[src/rtl/seq_pkg.sv]
// Shared types and constants for the serial pattern transmitter.
package seq_pkg;

    typedef enum logic [1:0] {
        IDLE  = 2'd0,
        SHIFT = 2'd1,
        GAP   = 2'd2,
        FIN   = 2'd3
    } seq_tx_state_t;

    // Default pattern: the sequence the downstream 1101 detector looks for.
    localparam logic [3:0] SEQ_DEF_PATTERN = 4'b1101;

endpackage : seq_pkg

[src/rtl/seq_down_cnt.sv]
// Loadable down counter that saturates at zero and never wraps.
module seq_down_cnt #(
    parameter int unsigned W = 4
) (
    input  logic         clk,
    input  logic         rst_n,
    input  logic         load_i,
    input  logic         en_i,
    input  logic [W-1:0] load_val_i,
    output logic [W-1:0] value_o,
    output logic         zero_o
);

    logic [W-1:0] cnt_q;

    // Load has priority over decrement; decrement stops at zero.
    always_ff @(posedge clk or negedge rst_n) begin
        if (!rst_n) begin
            cnt_q <= '0;
        end else if (load_i) begin
            cnt_q <= load_val_i;
        end else if (en_i && (cnt_q != '0)) begin
            cnt_q <= cnt_q - 1'b1;
        end
    end

    assign value_o = cnt_q;
    assign zero_o  = (cnt_q == '0);

endmodule : seq_down_cnt

[src/rtl/seq_pattern_tx.sv]
// Bit-serial pattern transmitter: sends a WIDTH-bit pattern MSB-first,
// repeat_cnt times, with an optional idle gap between frames.
module seq_pattern_tx
    import seq_pkg::*;
#(
    parameter int unsigned     WIDTH       = 4,
    parameter logic [WIDTH-1:0] DEF_PATTERN = WIDTH'(SEQ_DEF_PATTERN),
    parameter int unsigned     CNT_W       = 8,
    parameter int unsigned     GAP_W       = 4
) (
    input  logic             clk,
    input  logic             reset,
    input  logic             start,
    input  logic             abort,
    input  logic             use_def,
    input  logic [WIDTH-1:0] pattern,
    input  logic [CNT_W-1:0] repeat_cnt,
    input  logic [GAP_W-1:0] gap,
    output logic             out,
    output logic             out_valid,
    output logic             frame_end,
    output logic             busy,
    output logic             done
);

    localparam int unsigned     BIT_W    = $clog2(WIDTH);
    localparam logic [BIT_W-1:0] BIT_LAST = BIT_W'(WIDTH - 1);

    seq_tx_state_t    state_q, state_d;
    logic [WIDTH-1:0] sreg_q, sreg_d;
    logic [WIDTH-1:0] pat_q, pat_d;
    logic [GAP_W-1:0] gap_len_q, gap_len_d;
    logic [WIDTH-1:0] pat_sel;

    logic             out_q, out_valid_q, frame_end_q, busy_q, done_q;
    logic             out_d, out_valid_d, frame_end_d, busy_d, done_d;

    logic             bit_load, bit_en, bit_zero;
    logic [BIT_W-1:0] bit_val, bit_nxt;
    logic             frm_load, frm_en, frm_zero;
    logic [CNT_W-1:0] frm_val;
    logic             gap_load, gap_en, gap_zero;
    logic [GAP_W-1:0] gap_val;

    assign pat_sel = use_def ? DEF_PATTERN : pattern;

    seq_down_cnt #(.W(BIT_W)) u_bit_cnt (
        .clk        (clk),
        .rst_n      (reset),
        .load_i     (bit_load),
        .en_i       (bit_en),
        .load_val_i (BIT_LAST),
        .value_o    (bit_val),
        .zero_o     (bit_zero)
    );

    seq_down_cnt #(.W(CNT_W)) u_frm_cnt (
        .clk        (clk),
        .rst_n      (reset),
        .load_i     (frm_load),
        .en_i       (frm_en),
        .load_val_i (repeat_cnt),
        .value_o    (frm_val),
        .zero_o     (frm_zero)
    );

    seq_down_cnt #(.W(GAP_W)) u_gap_cnt (
        .clk        (clk),
        .rst_n      (reset),
        .load_i     (gap_load),
        .en_i       (gap_en),
        .load_val_i (gap_len_q - 1'b1),
        .value_o    (gap_val),
        .zero_o     (gap_zero)
    );

    // Next-state, datapath and counter control.
    always_comb begin
        state_d   = state_q;
        sreg_d    = sreg_q;
        pat_d     = pat_q;
        gap_len_d = gap_len_q;
        bit_load  = 1'b0;
        bit_en    = 1'b0;
        frm_load  = 1'b0;
        frm_en    = 1'b0;
        gap_load  = 1'b0;
        gap_en    = 1'b0;
        case (state_q)
            IDLE: begin
                if (start && (repeat_cnt != '0)) begin
                    pat_d     = pat_sel;
                    sreg_d    = pat_sel;
                    gap_len_d = gap;
                    bit_load  = 1'b1;
                    frm_load  = 1'b1;
                    state_d   = SHIFT;
                end
            end
            SHIFT: begin
                // A zero frame count cannot legitimately be shifting.
                if (abort || frm_zero) begin
                    state_d = IDLE;
                end else if (bit_zero) begin
                    frm_en = 1'b1;
                    if (frm_val == CNT_W'(1)) begin
                        state_d = FIN;
                    end else if (gap_len_q != '0) begin
                        gap_load = 1'b1;
                        state_d  = GAP;
                    end else begin
                        sreg_d   = pat_q;
                        bit_load = 1'b1;
                    end
                end else begin
                    sreg_d = {sreg_q[WIDTH-2:0], 1'b0};
                    bit_en = 1'b1;
                end
            end
            GAP: begin
                if (abort) begin
                    state_d = IDLE;
                end else if (gap_zero) begin
                    sreg_d   = pat_q;
                    bit_load = 1'b1;
                    state_d  = SHIFT;
                end else begin
                    gap_en = (gap_val != '0);
                end
            end
            FIN: begin
                state_d = IDLE;
            end
            default: begin
                state_d = IDLE;
            end
        endcase
    end

    // Outputs are decoded from next-state values so they leave straight from flops.
    always_comb begin
        bit_nxt     = bit_load ? BIT_LAST : (bit_en ? bit_val - 1'b1 : bit_val);
        out_d       = (state_d == SHIFT) && sreg_d[WIDTH-1];
        out_valid_d = (state_d == SHIFT);
        frame_end_d = (state_d == SHIFT) && (bit_nxt == '0);
        busy_d      = (state_d == SHIFT) || (state_d == GAP);
        done_d      = (state_d == FIN);
    end

    // State, pattern and output registers.
    always_ff @(posedge clk or negedge reset) begin
        if (!reset) begin
            state_q     <= IDLE;
            sreg_q      <= '0;
            pat_q       <= '0;
            gap_len_q   <= '0;
            out_q       <= 1'b0;
            out_valid_q <= 1'b0;
            frame_end_q <= 1'b0;
            busy_q      <= 1'b0;
            done_q      <= 1'b0;
        end else begin
            state_q     <= state_d;
            sreg_q      <= sreg_d;
            pat_q       <= pat_d;
            gap_len_q   <= gap_len_d;
            out_q       <= out_d;
            out_valid_q <= out_valid_d;
            frame_end_q <= frame_end_d;
            busy_q      <= busy_d;
            done_q      <= done_d;
        end
    end

    assign out       = out_q;
    assign out_valid = out_valid_q;
    assign frame_end = frame_end_q;
    assign busy      = busy_q;
    assign done      = done_q;

endmodule : seq_pattern_tx

[config.mk]
export PLATFORM = sky130hd
export DESIGN_NAME = seq_pattern_tx
export DESIGN_NICKNAME = d
export VERILOG_FILES = /design/src/rtl/seq_pkg.sv /design/src/rtl/seq_down_cnt.sv /design/src/rtl/seq_pattern_tx.sv
export SDC_FILE = /design/constraint.sdc
export NUM_CORES = 1
export LEC_CHECK = 0
export BUFFER_PORTS_ARGS = -buffer_cell sky130_fd_sc_hd__buf_2
export CAP_MARGIN = 15
export CORE_MARGIN = 1.5
export CORE_UTILIZATION = 45
export CTS_CLUSTER_SIZE = 24
export DETAILED_ROUTE_END_ITERATION = 10
export PLACE_DENSITY = 0.65
export SKIP_LAST_GASP = 1
export SLEW_MARGIN = 20
export SYNTH_ARGS = -nofsm -noshare
export SYNTH_HDL_FRONTEND = slang
export SYNTH_SLANG_ARGS = --single-unit
export TNS_END_PERCENT = 10
[constraint.sdc]
create_clock -name clk -period 4.35 [get_ports clk]
set_input_delay 0.435 -clock clk [delete_from_list [all_inputs] [get_ports clk]]
set_output_delay 0.435 -clock clk [all_outputs]
set_load 0.005 [all_outputs]
* Word-level counts from Yosys, hierarchy flattened *
Index checks and enable logic that the tools add are counted.

word-level totals
  register bits after elaboration = 33
  input bits = 21
  output and inout port bits = 5
  word-level logic and storage cells = 102

cells by class
  add/sub/neg operators = 4
  eq/ne operators = 13
  mux-type cells = 48
  reduce and logical (&&, ||, !) cells = 24

operators by type and width
  operator               count
  $mux W4                10
  $mux W1                22
  $mux W2                11
  $mux W8                2
  $reduce_bool A8 Y1     2
  $pmux W4 S3            1
  $eq A2 B2 Y1 const B   4
  $eq A8 B1 Y1 const B   1
  $logic_not A8 Y1       1
  $ne A2 B2 Y1 const B   4
  $pmux W2 S4            1
  $reduce_bool A2 Y1     4
  $reduce_bool A4 Y1     2
  $sub A4 B1 Y4 const B  2
  $sub A8 B1 Y8 const B  1
  $reduce_and A7 Y1      1
  $logic_and A1 B1 Y1    6
  $logic_not A2 Y1       3
  $ne A3 B3 Y1 const B   2
  $eq A2 B1 Y1 const B   2
  $logic_not A4 Y1       1
  $pmux W1 S3            1
  $reduce_bool A3 Y1     1
  $logic_or A1 B1 Y1     2
  other kinds (2)        2

* Logic depth before layout (Yosys ltp) *
  word-level depth = 9
  mapped depth = 10
  depth with buffers taken out = 9

* Cells and area by module *
A second synthesis with hierarchy kept.

unflattened totals
  cell total of the unflattened synthesis = 195
  area total of the unflattened synthesis = 1955.6 um^2

by module, submodules not included
  module                     times used  cells each  area each (um^2)  seq. area each (um^2)
  seq_pattern_tx             1           97          1024.7            475.5
  seq_down_cnt at u_frm_cnt  1           58          528.0             200.2
  seq_down_cnt at u_gap_cnt  1           27          270.3             100.1
  seq_down_cnt at u_bit_cnt  1           13          132.6             50.0

* Worst setup path after synthesis *
No wires, ideal clock.

  path kind = register to register
  from = register u_bit_cnt.cnt_q[0], in the netlist u_bit_cnt.value_o[0]
  to = register u_gap_cnt.cnt_q[2], in the netlist u_gap_cnt.value_o[2]
  setup time = 0.094 ns
  arrival = 2.292 ns
  required time = 4.256 ns
  setup slack = 1.964 ns
  cell stages (with the launch flop) = 10
  buffers on the path = 1
  clock period less this slack = 2.386 ns
  path through = dfrtp_1 -> inv_1 -> ha_1 -> or4bb_1 -> nor3b_1 -> buf_6 -> mux2i_1 -> ha_1 -> a211oi_1 -> a221oi_2

between the ends
  word-level cells in the longest chain between the ends = 5
  elaborated cells between the ends (all ways) = 6
  classes of those cells = mux: 4; reduce/logical: 2

RTL lines
  what                                           line                   text
  start: declaration                             seq_down_cnt.sv:14     logic [W-1:0] cnt_q;
  start signal: assignment                       seq_down_cnt.sv:21     cnt_q <= load_val_i;
  start signal: assignment                       seq_down_cnt.sv:23     cnt_q <= cnt_q - 1'b1;
  $logic_not A2 Y1 (*)                           seq_down_cnt.sv:28     assign zero_o = (cnt_q == '0);
  $mux W1 (*)                                    seq_pattern_tx.sv:104  end else if (bit_zero) begin
  $mux W1 (*)                                    seq_pattern_tx.sv:102  if (abort || frm_zero) begin
  $mux W1 (*)                                    seq_pattern_tx.sv:89   case (state_q)
  $mux W4 or $reduce_bool A2 Y1 (tied branches)  -
  end signal: assignment                         seq_down_cnt.sv:21
  end signal: assignment                         seq_down_cnt.sv:23
  end: declaration                               seq_down_cnt.sv:14

Mark *: on every way between the ends. The rest lies on a longest branch, timed or not.
A chain may end at the register's enable or synchronous reset.

* Worst setup path in the final report *
Ends and elaborated chain as after synthesis.

==> run_results.csv <==
group,metric,value,unit
timing,setup_viol_count_final,0,
worst_setup_path,r2r-end,"u_gap_cnt.value_o[2]",
clock_network,clock-sinks,33,
grt,grtUsageTotal,0.215,
grt,grt_max_degree,34,
route,dr.pass1.iters,4,
place,numPortBuffers,25,
power,switching_share,0.335,
route,post-route-drc-count,0,
worst_setup_path,critPathKind,"flip-flop to flip-flop",
power,finalPower,1140,uW
place,gp_congestion,0.831,
route,first_iter_violations,101,
worst_setup_path,r2r_cells,9,
layout,final_core_util,0.564,
synthesis,syn-cell-area,0.00182,mm^2
synthesis,syn-instance-count,191,
synthesis,avgSynthCellArea,9.55,um^2
job,drv_cap,0,
worst_setup_path,worstPathCellList,"inv_1, ha_1, or4bb_1, nor3b_1, buf_4, mux2i_1, ha_1, a211oi_1, a221oi_2",
clock_network,postCtsHoldBufs,0,
power,pwr-share-seq,0.427,
grt,grt_pass1_vias,1539,
synthesis,seq_area_frac_synth,0.453,
timing,hold_viol_final,0,
worst_setup_path,reg2reg_from,"u_bit_cnt.value_o[0]",
place,place_hpwl,3050,um
floorplan,die_width,66.7,um
outcome,status,"finished, final reports clean",
timing,worstMarginPinSlew,1.00,ns
timing,setup_tns,0,ns
layout,nets,247,
timing,fin_crit_sh,0.597,
layout,drive_gt1_frac,0.191,
clock_network,numCtsBuffers,5,
grt,grt_pass1_wl,7220,um
synthesis,ys_types,46,
worst_setup_path,crit_path_end_kind,"flip-flop",
power,p_int,758,uW
synthesis,synth_area_leaders,"dfrtp_1 (45%), nand2_1 (7.0%), ha_1 (4.8%)",
power,switchingPower,381,uW
synthesis,synth.top_cell.area_share,0.453,
place,place_inst,260,
clock_network,post-cts-setup-buffer-count,0,
timing,fin_skew,0.00809,ns
clock_network,cts_buffer_depth,2,
power,p_comb_frac,0.270,
worst_setup_path,worstPathRequired,4.55,ns
layout,syn2layout_area_growth,16.7,%
floorplan,start_util,0.484,
synthesis,synth_warnings,0,
synthesis,synth_commonest_cells,"nand2_1 (34), dfrtp_1 (33), nor2_1 (15), o21ai_0 (12), ha_1 (7)",
synthesis,synth-edff-count,0,
worst_setup_path,worst-path-max-fanout,9,
clock_network,cts-root-buf,"clkbuf_8",
floorplan,num_rows,22,
timing,slew-limit-headroom,0.330,
power,p_leak,0.000941,uW
timing,fin_crit,2.60,ns
synthesis,async_reset_ff_frac,1.00,
timing,drv_slew,0,
synthesis,synth_area_leader_cell,"dfrtp_1",
power,peakVddDrop,0.254,mV
timing,rsz0062_at_grt,"no",
floorplan,dieArea,0.00444,mm^2
synthesis,synth_seq_cells,33,
route,ant_nets,0,
route,wl,4080,um
clock_network,clkTransAtPathRegs,0.07,ns
synthesis,synth_ff_type,"dfrtp_1",
worst_setup_path,reg2reg_slack,1.75,ns
worst_setup_path,worst_setup_path_start_kind,"flip-flop",
worst_setup_path,worst-endpoint-arrival,2.79,ns
worst_setup_path,cp_slowest_cell,"or4bb_1",
worst_setup_path,slowest_delay,0.59,ns
clock_network,clk_latency,0.29,ns
worst_hold_path,hold_class,"primary input to async pin",
floorplan,coreArea,0.00377,mm^2
floorplan,dieHeight,66.7,um
worst_setup_path,cp_common_cell,"ha_1",
clock_network,htree_levels,2,
place,place_area,0.00199,mm^2
clock_network,cts_resized,0,
layout,finalNonFillerCells,268,
synthesis,yosysMostFrequentCell,"nand2_1",
route,vias_per_cell,5.82,
grt,overflow,0,
floorplan,ios,26,
clock_network,tritoncts,"done",
route,post_drt_wl_per_cell,15.2,um
layout,stdcell_area,0.00213,mm^2
power,p_per_area,536,mW/mm^2
power,power_frac_clock,0.304,
timing,fmax,0.385,GHz
layout,antenna_cells,0,
synthesis,synth_fp_nets,219,
grt,antenna_found_initial,0,
route,num_vias,1561,
## worst max path at each step
stage	slack, ns	from	cells after the start	end
floorplan	1.96	u_bit_cnt.value_o[0]	9	u_gap_cnt.value_o[2]
global placement	1.85	u_frm_cnt.value_o[3]	8	u_gap_cnt.value_o[2]
detailed placement	1.74	u_bit_cnt.value_o[0]	9	u_gap_cnt.value_o[2]
CTS	1.75	u_bit_cnt.value_o[0]	9	u_gap_cnt.value_o[2]
global route	1.54	u_bit_cnt.value_o[0]	9	u_gap_cnt.value_o[2]
finish	1.75	u_bit_cnt.value_o[0]	9	u_gap_cnt.value_o[2]
## sequential cells by signal (all words and copies together) (netlist names)
name,flops
u_frm_cnt.value_o,8
out,1
out_valid,1
busy,1
u_bit_cnt.value_o,2
sreg_q,4
done,1
gap_len_q,4
u_gap_cnt.value_o,4
frame_end,1
pat_q,4
state_q,2
## routing by layer
metal,global-route usage,part of all wire,vias to the layer above
met5,0,0,-
met4,0.0765,0.014,0
met3,0.0439,0.051,7
met2,0.333,0.46,55
met1,0.298,0.48,744
li1,-,-,755
## power by group through the flow
stage,combinational [uW],clock (uW),sequential [uW]
finish,307,346,486
global route,355,362,501
CTS,309,350,485
detailed placement,303,0,491
global placement,294,0,485
floorplan,235,0,462
## worst max-delay path, delay by kind of cell (launching register included)
family / cells / cell delay [ns]
simple gates: 2 / 0.81
fa+ha+maj: 2 / 0.50
flops: 1 / 0.41
buf+inv: 2 / 0.28
compound gates: 2 / 0.28
mux: 1 / 0.22
## layout make-up
class                           instances  area [um^2]
Fill cell                             344         1640
Clock inverter                          3         65.1
Clock buffer                            5         68.8
Tap cell                               48         60.1
Sequential cell                        33          826
Inverter                                6         22.5
Timing Repair Buffer                   26          133
Multi-Input combinational cell        147          953
## cells in the final DEF (no fill, tap or decap), drive strengths merged, types with 5 or more instances in the layout
master  instances
a21oi           5
o21ai          13
o211ai          6
nor2           15
clkbuf          5
inv             6
buf            26
nor3b           5
nor4            7
nand2          34
dfrtp          33
ha              7
## logic make-up after synthesis
group / after synthesis / share of synthesized area
compound gates: 47 / 0.187
xor+xnor: 4 / 0.0192
fa+ha+maj: 7 / 0.0480
buf+inv: 11 / 0.0274
flops: 33 / 0.453
mux: 4 / 0.0219
simple gates: 85 / 0.244
## metrics by stage
stage | setup WS (ns) | hold WS (ns)
after CTS | 1.75 | 0.232
final | 1.75 | 0.195
after global placement | 1.85 | 0.463
after global routing | 1.54 | 0.282
after floorplan | 1.96 | 0.139
after detailed placement | 1.74 | 0.479
No activity file was read; power rests on OpenSTA's default activity.
